===== src/rtl/i2c_reg_master_pkg.sv =====
// i2c_reg_master_pkg
//   Shared types and constants for the I2C register-access master.
//   - state_t : transaction FSM states
//   - Q0..Q3  : quarter-phase encodings within one bit period
//   - DEV_WR / DEV_RD : R/W bit appended to the 7-bit device address
//   - scl_mid_high() : SCL released during Q1/Q2 of an ordinary bit
package i2c_reg_master_pkg;

  typedef enum logic [3:0] {
    ST_IDLE,
    ST_START,
    ST_DEVW,
    ST_ACK,
    ST_REG,
    ST_WDATA,
    ST_RSTART,
    ST_DEVR,
    ST_RDATA,
    ST_MNACK,
    ST_STOP
  } state_t;

  localparam logic [1:0] Q0 = 2'd0;
  localparam logic [1:0] Q1 = 2'd1;
  localparam logic [1:0] Q2 = 2'd2;
  localparam logic [1:0] Q3 = 2'd3;

  localparam logic DEV_WR = 1'b0;
  localparam logic DEV_RD = 1'b1;

  function automatic logic scl_mid_high(input logic [1:0] q);
    return (q == Q1) || (q == Q2);
  endfunction

endpackage


===== src/rtl/i2c_phase_gen.sv =====
// i2c_phase_gen
//   Bit-timing generator: a CLK_DIV divider producing one tick per quarter
//   period and a 2-bit quarter counter (Q0..Q3). Counters sit at zero while
//   i_en is low, so every transaction starts at Q0 of a fresh quarter.
//   Optional feature macro: I2C_CLK_STRETCH_EN -- when defined, the end of Q1
//   is held until the synchronised SCL line reads high (slave clock stretching,
//   no timeout).
// Ports
//   clk       in  system clock
//   rst_n     in  async active-low reset
//   i_en      in  run the divider (transaction active)
//   i_scl_s   in  synchronised SCL line sense
//   o_tick    out one-cycle pulse at the end of each quarter
//   o_quarter out current quarter (Q0..Q3)
module i2c_phase_gen
  import i2c_reg_master_pkg::*;
#(
  parameter int CLK_DIV = 16
) (
  input  logic       clk,
  input  logic       rst_n,
  input  logic       i_en,
  input  logic       i_scl_s,
  output logic       o_tick,
  output logic [1:0] o_quarter
);

  localparam int CW = $clog2(CLK_DIV);
  localparam logic [CW-1:0] TERM = CW'(CLK_DIV - 1);

  logic [CW-1:0] r_cnt;
  logic [1:0]    r_quarter;
  logic          w_term;
  logic          w_hold;

  assign w_term = (r_cnt == TERM);

`ifdef I2C_CLK_STRETCH_EN
  // Park at terminal count of Q1 until the line really went high.
  assign w_hold = (r_quarter == Q1) && !i_scl_s;
`else
  // Fixed bit timing: the line sense plays no part.
  assign w_hold = i_scl_s & 1'b0;
`endif

  assign o_tick    = i_en && w_term && !w_hold;
  assign o_quarter = r_quarter;

  always_ff @(posedge clk or negedge rst_n) begin
    if (!rst_n) begin
      r_cnt     <= '0;
      r_quarter <= Q0;
    end else if (!i_en) begin
      r_cnt     <= '0;
      r_quarter <= Q0;
    end else if (o_tick) begin
      r_cnt     <= '0;
      r_quarter <= r_quarter + 2'd1;
    end else if (!w_term) begin
      r_cnt <= r_cnt + CW'(1);
    end
  end

endmodule


===== src/rtl/i2c_reg_master.sv =====
// i2c_reg_master
//   Byte-level I2C initiator for single-register write/read transactions:
//   write = START dev+W, reg, data, STOP; read = START dev+W, reg, RSTART
//   dev+R, one data byte with master NACK, STOP. Open-drain via output
//   enables only (0 = pull low). Pad enables are registered so both lines
//   lag state/quarter by the same single cycle.
//   Optional feature macro: I2C_CLK_STRETCH_EN (see i2c_phase_gen).
// Ports
//   clk, rst (async active-low, deassert synchronised internally)
//   start/rnw/devAddr/regAddr/wrData : command, latched when accepted in IDLE
//   rdData : read byte, updated only by a successful read
//   busy/done/ackErr : status; done pulses once as STOP completes
//   scl_pad_i/sda_pad_i : line sense; scl_padoen_o/sda_padoen_o : line enables
//
// state     | meaning
// IDLE      | lines released, waiting for start
// START     | SDA falls while SCL high
// DEVW      | shift out devAddr + W
// ACK       | slave acknowledge slot, sampled at Q2
// REG       | shift out register address
// WDATA     | shift out write byte
// RSTART    | repeated start before the read address
// DEVR      | shift out devAddr + R
// RDATA     | shift in read byte at Q2
// MNACK     | master NACK (SDA released) ends the read
// STOP      | SDA rises while SCL high
module i2c_reg_master
  import i2c_reg_master_pkg::*;
#(
  parameter int CLK_DIV = 16
) (
  input  logic       clk,
  input  logic       rst,
  input  logic       start,
  input  logic       rnw,
  input  logic [6:0] devAddr,
  input  logic [7:0] regAddr,
  input  logic [7:0] wrData,
  output logic [7:0] rdData,
  output logic       busy,
  output logic       done,
  output logic       ackErr,
  input  logic       scl_pad_i,
  output logic       scl_padoen_o,
  input  logic       sda_pad_i,
  output logic       sda_padoen_o
);

  logic [1:0] r_rst_sync;
  logic       w_rst_n;
  logic [1:0] r_scl_sync, r_sda_sync;
  logic       w_scl_s, w_sda_s;

  state_t     r_state, w_state_nxt, r_last;
  logic       r_rnw;
  logic [6:0] r_dev;
  logic [7:0] r_reg, r_wdata, r_shift, r_rd_data;
  logic [2:0] r_bit;
  logic       r_ack_bit, r_ack_err, r_done;
  logic       r_scl_oe, r_sda_oe;
  logic       w_scl_oe, w_sda_oe;
  logic       w_tick, w_bit_end, w_sample, w_accept;
  logic [1:0] w_quarter;

  // Reset asserts asynchronously (lines released at once), releases on a clock.
  always_ff @(posedge clk or negedge rst) begin
    if (!rst) r_rst_sync <= 2'b00;
    else      r_rst_sync <= {r_rst_sync[0], 1'b1};
  end
  assign w_rst_n = r_rst_sync[1];

  always_ff @(posedge clk or negedge w_rst_n) begin
    if (!w_rst_n) begin
      r_scl_sync <= 2'b11;
      r_sda_sync <= 2'b11;
    end else begin
      r_scl_sync <= {r_scl_sync[0], scl_pad_i};
      r_sda_sync <= {r_sda_sync[0], sda_pad_i};
    end
  end
  assign w_scl_s = r_scl_sync[1];
  assign w_sda_s = r_sda_sync[1];

  i2c_phase_gen #(.CLK_DIV(CLK_DIV)) u_phase (
    .clk       (clk),
    .rst_n     (w_rst_n),
    .i_en      (r_state != ST_IDLE),
    .i_scl_s   (w_scl_s),
    .o_tick    (w_tick),
    .o_quarter (w_quarter)
  );

  assign w_accept  = (r_state == ST_IDLE) && start;
  assign w_bit_end = w_tick && (w_quarter == Q3);
  assign w_sample  = w_tick && (w_quarter == Q2);

  always_ff @(posedge clk or negedge w_rst_n) begin
    if (!w_rst_n) r_state <= ST_IDLE;
    else          r_state <= w_state_nxt;
  end

  always_comb begin
    w_state_nxt = r_state;
    w_scl_oe    = 1'b1;
    w_sda_oe    = 1'b1;
    case (r_state)
      ST_IDLE: if (w_accept) w_state_nxt = ST_START;
      ST_START: begin
        w_scl_oe = (w_quarter != Q3);
        w_sda_oe = (w_quarter == Q0) || (w_quarter == Q1);
        if (w_bit_end) w_state_nxt = ST_DEVW;
      end
      ST_RSTART: begin
        w_scl_oe = scl_mid_high(w_quarter);
        w_sda_oe = (w_quarter == Q0) || (w_quarter == Q1);
        if (w_bit_end) w_state_nxt = ST_DEVR;
      end
      ST_DEVW, ST_REG, ST_WDATA, ST_DEVR: begin
        w_scl_oe = scl_mid_high(w_quarter);
        w_sda_oe = r_shift[7];
        if (w_bit_end && r_bit == 3'd0) w_state_nxt = ST_ACK;
      end
      ST_ACK: begin
        w_scl_oe = scl_mid_high(w_quarter);
        if (w_bit_end) begin
          if (r_ack_bit) begin
            w_state_nxt = ST_STOP;
          end else begin
            case (r_last)
              ST_DEVW: w_state_nxt = ST_REG;
              ST_REG:  w_state_nxt = r_rnw ? ST_RSTART : ST_WDATA;
              ST_DEVR: w_state_nxt = ST_RDATA;
              default: w_state_nxt = ST_STOP;
            endcase
          end
        end
      end
      ST_RDATA: begin
        w_scl_oe = scl_mid_high(w_quarter);
        if (w_bit_end && r_bit == 3'd0) w_state_nxt = ST_MNACK;
      end
      ST_MNACK: begin
        w_scl_oe = scl_mid_high(w_quarter);
        if (w_bit_end) w_state_nxt = ST_STOP;
      end
      ST_STOP: begin
        w_scl_oe = (w_quarter != Q0);
        w_sda_oe = (w_quarter == Q2) || (w_quarter == Q3);
        if (w_bit_end) w_state_nxt = ST_IDLE;
      end
      default: w_state_nxt = ST_IDLE;
    endcase
  end

  always_ff @(posedge clk or negedge w_rst_n) begin
    if (!w_rst_n) begin
      r_rnw     <= 1'b0;
      r_dev     <= '0;
      r_reg     <= '0;
      r_wdata   <= '0;
      r_shift   <= '0;
      r_rd_data <= '0;
      r_bit     <= '0;
      r_last    <= ST_IDLE;
      r_ack_bit <= 1'b0;
      r_ack_err <= 1'b0;
      r_done    <= 1'b0;
      r_scl_oe  <= 1'b1;
      r_sda_oe  <= 1'b1;
    end else begin
      r_done   <= 1'b0;
      r_scl_oe <= w_scl_oe;
      r_sda_oe <= w_sda_oe;
      case (r_state)
        ST_IDLE: if (w_accept) begin
          r_rnw     <= rnw;
          r_dev     <= devAddr;
          r_reg     <= regAddr;
          r_wdata   <= wrData;
          r_ack_err <= 1'b0;
        end
        ST_START: if (w_bit_end) begin
          r_shift <= {r_dev, DEV_WR};
          r_bit   <= 3'd7;
        end
        ST_RSTART: if (w_bit_end) begin
          r_shift <= {r_dev, DEV_RD};
          r_bit   <= 3'd7;
        end
        ST_DEVW, ST_REG, ST_WDATA, ST_DEVR: if (w_bit_end) begin
          r_shift <= {r_shift[6:0], 1'b0};
          r_bit   <= r_bit - 3'd1;
          if (r_bit == 3'd0) r_last <= r_state;
        end
        ST_ACK: begin
          if (w_sample) r_ack_bit <= w_sda_s;
          if (w_bit_end) begin
            r_bit <= 3'd7;
            if (r_ack_bit) r_ack_err <= 1'b1;
            else if (r_last == ST_DEVW) r_shift <= r_reg;
            else if (r_last == ST_REG && !r_rnw) r_shift <= r_wdata;
          end
        end
        ST_RDATA: begin
          if (w_sample)  r_shift <= {r_shift[6:0], w_sda_s};
          if (w_bit_end) r_bit   <= r_bit - 3'd1;
        end
        ST_MNACK: if (w_bit_end) r_rd_data <= r_shift;
        ST_STOP:  if (w_bit_end) r_done <= 1'b1;
        default: ;
      endcase
    end
  end

  assign rdData       = r_rd_data;
  assign busy         = (r_state != ST_IDLE);
  assign done         = r_done;
  assign ackErr       = r_ack_err;
  assign scl_padoen_o = r_scl_oe;
  assign sda_padoen_o = r_sda_oe;

endmodule


===== config.mk =====
export PLATFORM = sky130hd
export DESIGN_NAME = i2c_reg_master
export DESIGN_NICKNAME = d
export VERILOG_FILES = /design/src/rtl/i2c_reg_master_pkg.sv /design/src/rtl/i2c_phase_gen.sv /design/src/rtl/i2c_reg_master.sv
export SDC_FILE = /design/constraint.sdc
export NUM_CORES = 1
export LEC_CHECK = 0
export ABC_AREA = 1
export BUFFER_PORTS_ARGS = -buffer_cell sky130_fd_sc_hd__buf_4
export CORE_MARGIN = 2
export CORE_UTILIZATION = 58
export CTS_CLUSTER_SIZE = 40
export DETAILED_ROUTE_END_ITERATION = 12
export HOLD_SLACK_MARGIN = 0.12
export PLACE_DENSITY_LB_ADDON = 0.08
export SLEW_MARGIN = 15
export SYNTH_ARGS = -nofsm -noshare
export SYNTH_HDL_FRONTEND = slang
export SYNTH_HIERARCHICAL = 1
export SYNTH_SLANG_ARGS = --single-unit

===== constraint.sdc =====
create_clock -name clk -period 2.7 [get_ports clk]
set_input_delay 0.54 -clock clk [delete_from_list [all_inputs] [get_ports clk]]
set_output_delay 0.54 -clock clk [all_outputs]
set_load 0.005 [all_outputs]

==> impl_metrics.csv, run 1 <==
group,metric,value,unit
job,cap_violations,0,
drt,first_pass_iters,5,
cells_and_area,fillers,450,
cts,cts.sinks,66,
power,power_frac_comb,0.377,
drt,vias,2772,
setup_path,critical_path_class,"flop to flop",
cells_and_area,areaGrowthSynthToFinish,18.61,%
logic_synthesis,synth_area_per_cell,8.400,sq um
global_routing,grt_pass1_wl,11790,um
global_routing,grt_max_degree,39,
power,finalPower,3900,uW
cells_and_area,fin_area,3995,sq um
power,p_switching,1512,uW
sta,timing.slew.headroom,0.6092,
global_routing,overflow,0,
cts,cts_setup_buffers,0,
power,leakage,0.002103,uW
sta,finClkSkew,0.007963,ns
sta,fmax,453.2,MHz
outcome,status,"complete, no violations",
sta,period_needed,2.206,ns
min_path,hp-class,"flop to asynchronous set/reset pin",
setup_path,worstPathRequired,2.98,ns
cts,cts_htree_levels,3,
setup_path,crit_fanout,11,
die,fp.dieH,80.21,um
sta,fin_crit_sh,0.8172,
setup_path,critPathArrivalTime,2.49,ns
setup_path,critPathLaunchType,"flop",
sta,setup_viol,0,
sta,fin_ws,0.4936,ns
cells_and_area,drive_gt1_frac,0.2456,
setup_path,worstSetupEndpointType,"flop",
die,coreArea,5574,sq um
placed_design,post-place-ws,0.5239,ns
die,pin_count,42,
drt,drc,0,
cts,path_clk_slew,0.08,ns
cts,clock_latency,0.35,ns
cells_and_area,nets,487,
cts,cts_hold_buffers,1,
die,die-width,80.21,um
placed_design,hpwl,5293,um
drt,via_per_inst,5.250,
sta,hold_viol_final,0,
drt,dr.first_iter.drc_count,223,
die,rows,27,
drt,wirelength,7144,um
power,ir_drop,0.5036,mV
die,dieArea,6433,sq um
sta,finalSetupTns,0,ns
global_routing,antenna_found_initial,0,
die,initial_core_util,0.6043,
power,p_clk_frac,0.242,
sta,worst_pin_slew,0.5855,ns
cts,clock-root-buffer,"clkbuf_8",
global_routing,grt_usage,0.2430,
drt,ant_nets,0,
cts,cts_buffers,9,
sta,slew_violations,0,
cts,ctsResizeCount,0,
logic_synthesis,syn_nets,437,
placed_design,port_buffers,40,
drt,wl_per_cell,13.53,um
sta,rsz0062_at_grt,"no",
logic_synthesis,synth_warnings,6,
cells_and_area,antenna_cells,0,
global_routing,grt_pass1_vias,2578,
placed_design,gp_congestion,0.9442,
power,p_sw_frac,0.3877,
logic_synthesis,netlist_instances,401,
power,p_seq_frac,0.381,
logic_synthesis,netlist_area,3368,sq um
cts,cts_buffer_depth,2,
placed_design,dpl_cell_area,3759,sq um
power,p_int,2388,uW
cts,cts_tree,"built",
power,cellPowerDensity,976.3,nW/um^2
## final timing paths
check	from	to	slack (ns)	cells after the start
min	r_rst_sync[1]	r_reg[1]	0.27	1
max	r_state[2]	r_state[1]	0.49	12
min in group clk	sda_pad_i	r_sda_sync[0]	0.30	1
min reg2reg	r_rst_sync[1]	r_reg[1]	0.27	1
max in group asynchronous	r_rst_sync[1]	r_bit[1]	2.03	1
max reg2reg	r_state[2]	r_state[1]	0.49	12
## through the flow
| step | util | hold WS, ns | cells |
|---|---|---|---|
| finish | 0.7167 | 0.2653 | 528 |
| detailed placement | 0.6743 | 0.2773 | 511 |
| global placement | 0.6743 | 0.2665 | 511 |
| global route | 0.7167 | 0.2963 | 528 |
| floorplan | - | 0.2444 | 401 |
| CTS | 0.7167 | 0.2836 | 528 |
## final cells by class
type | count | area [sq um] | share of cell area
inverters | 49 | 183.9 | 0.04604
multi-input cells | 279 | 1489 | 0.3727
clock inverters | 6 | 88.84 | 0.02224
repair buffers | 46 | 347.8 | 0.08707
flip-flops and latches | 66 | 1658 | 0.4150
clock buffers | 10 | 137.6 | 0.03445
well taps | 72 | 90.09 | 0.02255
## per-layer routing
| layer | GRT usage | vias to the layer above | wire length [um] |
|---|---|---|---|
| li1 | - | 1377 | - |
| met1 | 0.3412 | 1310 | 3360 |
| met2 | 0.3692 | 72 | 3277 |
| met3 | 0.04382 | 13 | 364 |
| met4 | 0.1068 | 0 | 141 |
| met5 | 0 | - | 0 |
## power groups by stage
stage,Sequential (uW),Combinational (uW),Clock (uW)
after global routing,1510,1680,1000
after floorplan,1450,1130,0
after global placement,1490,1420,0
after detailed placement,1500,1460,0
final,1490,1470,943
after CTS,1480,1470,959
## worst max-delay path, cell delays in order (launching register included)
cell and delay [ns]:
dfrtp_1 0.52, nor2_4 0.10, nand2_2 0.20, inv_1 0.06, nor2_1 0.18, nand2_1 0.21
inv_1 0.24, nand3_1 0.17, nand2_2 0.12, nand2_1 0.06, nor2_2 0.15, nand2_1 0.07
nand2_1 0.06
## cell usage in the layout (no fill, tap or decap), drive strengths merged
master         n
nor2          31
conb           1
inv           50
a21oi          2
clkinv         1
and2           1
o21ai         31
o2111ai        1
nand2        133
mux2          17
nor3           1
dfstp          4
dfrtp         62
nand4          6
clkbuf        10
o211ai         1
xor2           1
a31oi          2
or2            1
ha             7
o22ai          1
buf           45
nand3         42
clkinvlp       2
bufinv         2
dlygate4sd3    1
(Power assumes the default switching activity.)
==> run 2: changes to the inputs <==
- CORE_UTILIZATION: 58 -> 52
- clock period: 2.7 -> 2 ns (I/O delays scaled with it)
==> run 2 against run 1 <==
Sequential power grew 32%. Setup slack lost 0.31 ns. Largest cell class unchanged. Critical endpoint is now r_state[0]. Design area grew 2.7%. Critical path depth shrank 1. Clock-buffer cell count is the same. Fmax grew 22%.
==> impl_metrics.csv, run 2 (synthesis gave the netlist of run 1 again) <==
group,metric,value,unit
outcome,status,"complete, no violations",
setup_path,crit_path_max_incr_delay,0.40,ns
cts,clock-root-buffer,"clkbuf_8",
global_routing,antenna_found_initial,0,
die,pin_count,42,
sta,fmax,551.1,MHz
power,power_frac_comb,0.397,
drt,first_pass_iters,6,
cells_and_area,antenna_cells,0,
job,cap_violations,0,
sta,finClkSkew,0.009818,ns
drt,vias,2808,
drt,via_per_inst,5.162,
setup_path,crit_fanout,5,
cts,cts_tree,"built",
global_routing,grt_pass1_wl,12630,um
sta,finalSetupTns,0,ns
cts,cts_htree_levels,3,
sta,timing.slew.headroom,0.6398,
cts,cts_buffer_depth,2,
setup_path,critical_path_class,"flop to flop",
setup_path,worstPathRequired,2.23,ns
placed_design,gp_congestion,0.9398,
cts,clock_latency,0.34,ns
cells_and_area,layout_common_cells,"nand2_1 (126), dfrtp_1 (61), buf_4 (55), inv_1 (45), nand3_1 (39)",
cells_and_area,post-route-util,0.6496,
die,dieArea,7137,sq um
cells_and_area,layout_commonest_cell,"nand2_1",
setup_path,path_cells,"ha_2 > nand3_1 > nor2_2 > nand2_1 > buf_4 > nand3_1 > nand2_1 > nor2_1 > nand3_2 > nand2_1 > nand2_1",
sta,hold_viol_final,0,
cts,cts.sinks,66,
placed_design,hpwl,5560,um
sta,slew_violations,0,
setup_path,critPathLaunchType,"flop",
power,p_int,3295,uW
die,initial_core_util,0.5335,
die,rows,29,
global_routing,grt_max_degree,44,
min_path,hp-class,"primary input to flop",
cells_and_area,nets,498,
sta,fin_crit_sh,0.9073,
global_routing,grt_usage,0.2270,
cts,path_clk_slew,0.07,ns
cells_and_area,areaGrowthSynthToFinish,21.77,%
drt,wl_per_cell,13.97,um
die,fp.dieH,84.48,um
power,p_clk_frac,0.236,
sta,rsz0062_at_grt,"no",
drt,ant_nets,0,
die,die-width,84.48,um
global_routing,overflow,0,
sta,setup_viol,0,
cells_and_area,drive_gt1_frac,0.2677,
drt,dr.first_iter.drc_count,168,
setup_path,worstSetupEndpointType,"flop",
power,cellPowerDensity,1308,nW/um^2
global_routing,grt_pass1_vias,2612,
placed_design,port_buffers,40,
setup_path,crit_top_cell,"nand2_1",
power,p_switching,2072,uW
setup_path,critPathArrivalTime,2.04,ns
drt,drc,0,
sta,period_needed,1.815,ns
power,p_sw_frac,0.3861,
die,coreArea,6314,sq um
setup_path,cp_slowest_cell,"dfrtp_1",
power,leakage,0.002159,uW
cts,cts_buffers,9,
power,p_seq_frac,0.367,
power,ir_drop,0.9332,mV
sta,worst_pin_slew,0.5403,ns
drt,wirelength,7597,um
cells_and_area,fillers,552,
[run 2: worst paths after layout]
kind | start | endpoint | slack (ns) | cells past startpoint
worst max-delay path | u_phase/r_cnt[0] | r_state[0] | 0.19 | 11
worst min-delay path | sda_pad_i | r_sda_sync[0] | 0.17 | 1
worst max register to register | u_phase/r_cnt[0] | r_state[0] | 0.19 | 11
worst min register to register | r_rst_sync[1] | r_reg[1] | 0.24 | 1
max in group asynchronous | r_rst_sync[1] | sda_padoen_o | 1.26 | 1
min in group asynchronous | r_rst_sync[1] | r_reg[1] | 0.24 | 1
[run 2: metal layers]
metal	global-route usage	vias to the layer above	wire length, um
met2	0.3307	71	3441
li1	-	1400	-
met5	0	-	0
met1	0.3378	1327	3637
met4	0.08802	0	123
met3	0.04130	10	395
[run 2: critical path: cells and delay by family, from the launching register on]
kind,cells,cell delay [ns]
simple gates,9,0.89
flops,1,0.40
fa+ha+maj,1,0.22
buf+inv,1,0.18
[run 2: what timing repair did]
item                                    4_1_cts  5_1_grt
endpoints found under the setup margin        0        5
buffers inserted                              0        0
hold buffers                                  1        0
endpoints found under the hold margin         2        0
resized for setup                             0        2
[run 2: area by class of cell]
class                   count  area (sq um)  share of cell area
multi-input cells         279          1494              0.3642
clock buffers              10         137.6             0.03356
inverters                  49         183.9             0.04484
clock inverters             6         88.84             0.02166
well taps                  77         96.34             0.02349
flip-flops and latches     66          1658              0.4042
repair buffers             57         442.9              0.1080
[run 2: through the flow]
stage	total power (uW)	hold WS, ns	cells	worst slack, ns	cell area (sq um)
finish	5367	0.1691	544	0.1854	4101
global placement	4056	0.1841	527	0.1952	3860
detailed placement	4102	0.1857	527	0.1569	3860
CTS	5388	0.1639	544	0.1467	4096
global route	5772	0.1593	544	0.003078	4101
floorplan	3478	0.1044	401	0.03312	3368
[run 2: power groups by stage]
stage / Sequential, uW / Combinational [uW] / Clock [uW]
final: 1970 / 2130 / 1270
after global routing: 2010 / 2410 / 1350
after CTS: 1970 / 2130 / 1290
after detailed placement: 1990 / 2110 / 0
after global placement: 1980 / 2070 / 0
after floorplan: 1960 / 1520 / 0
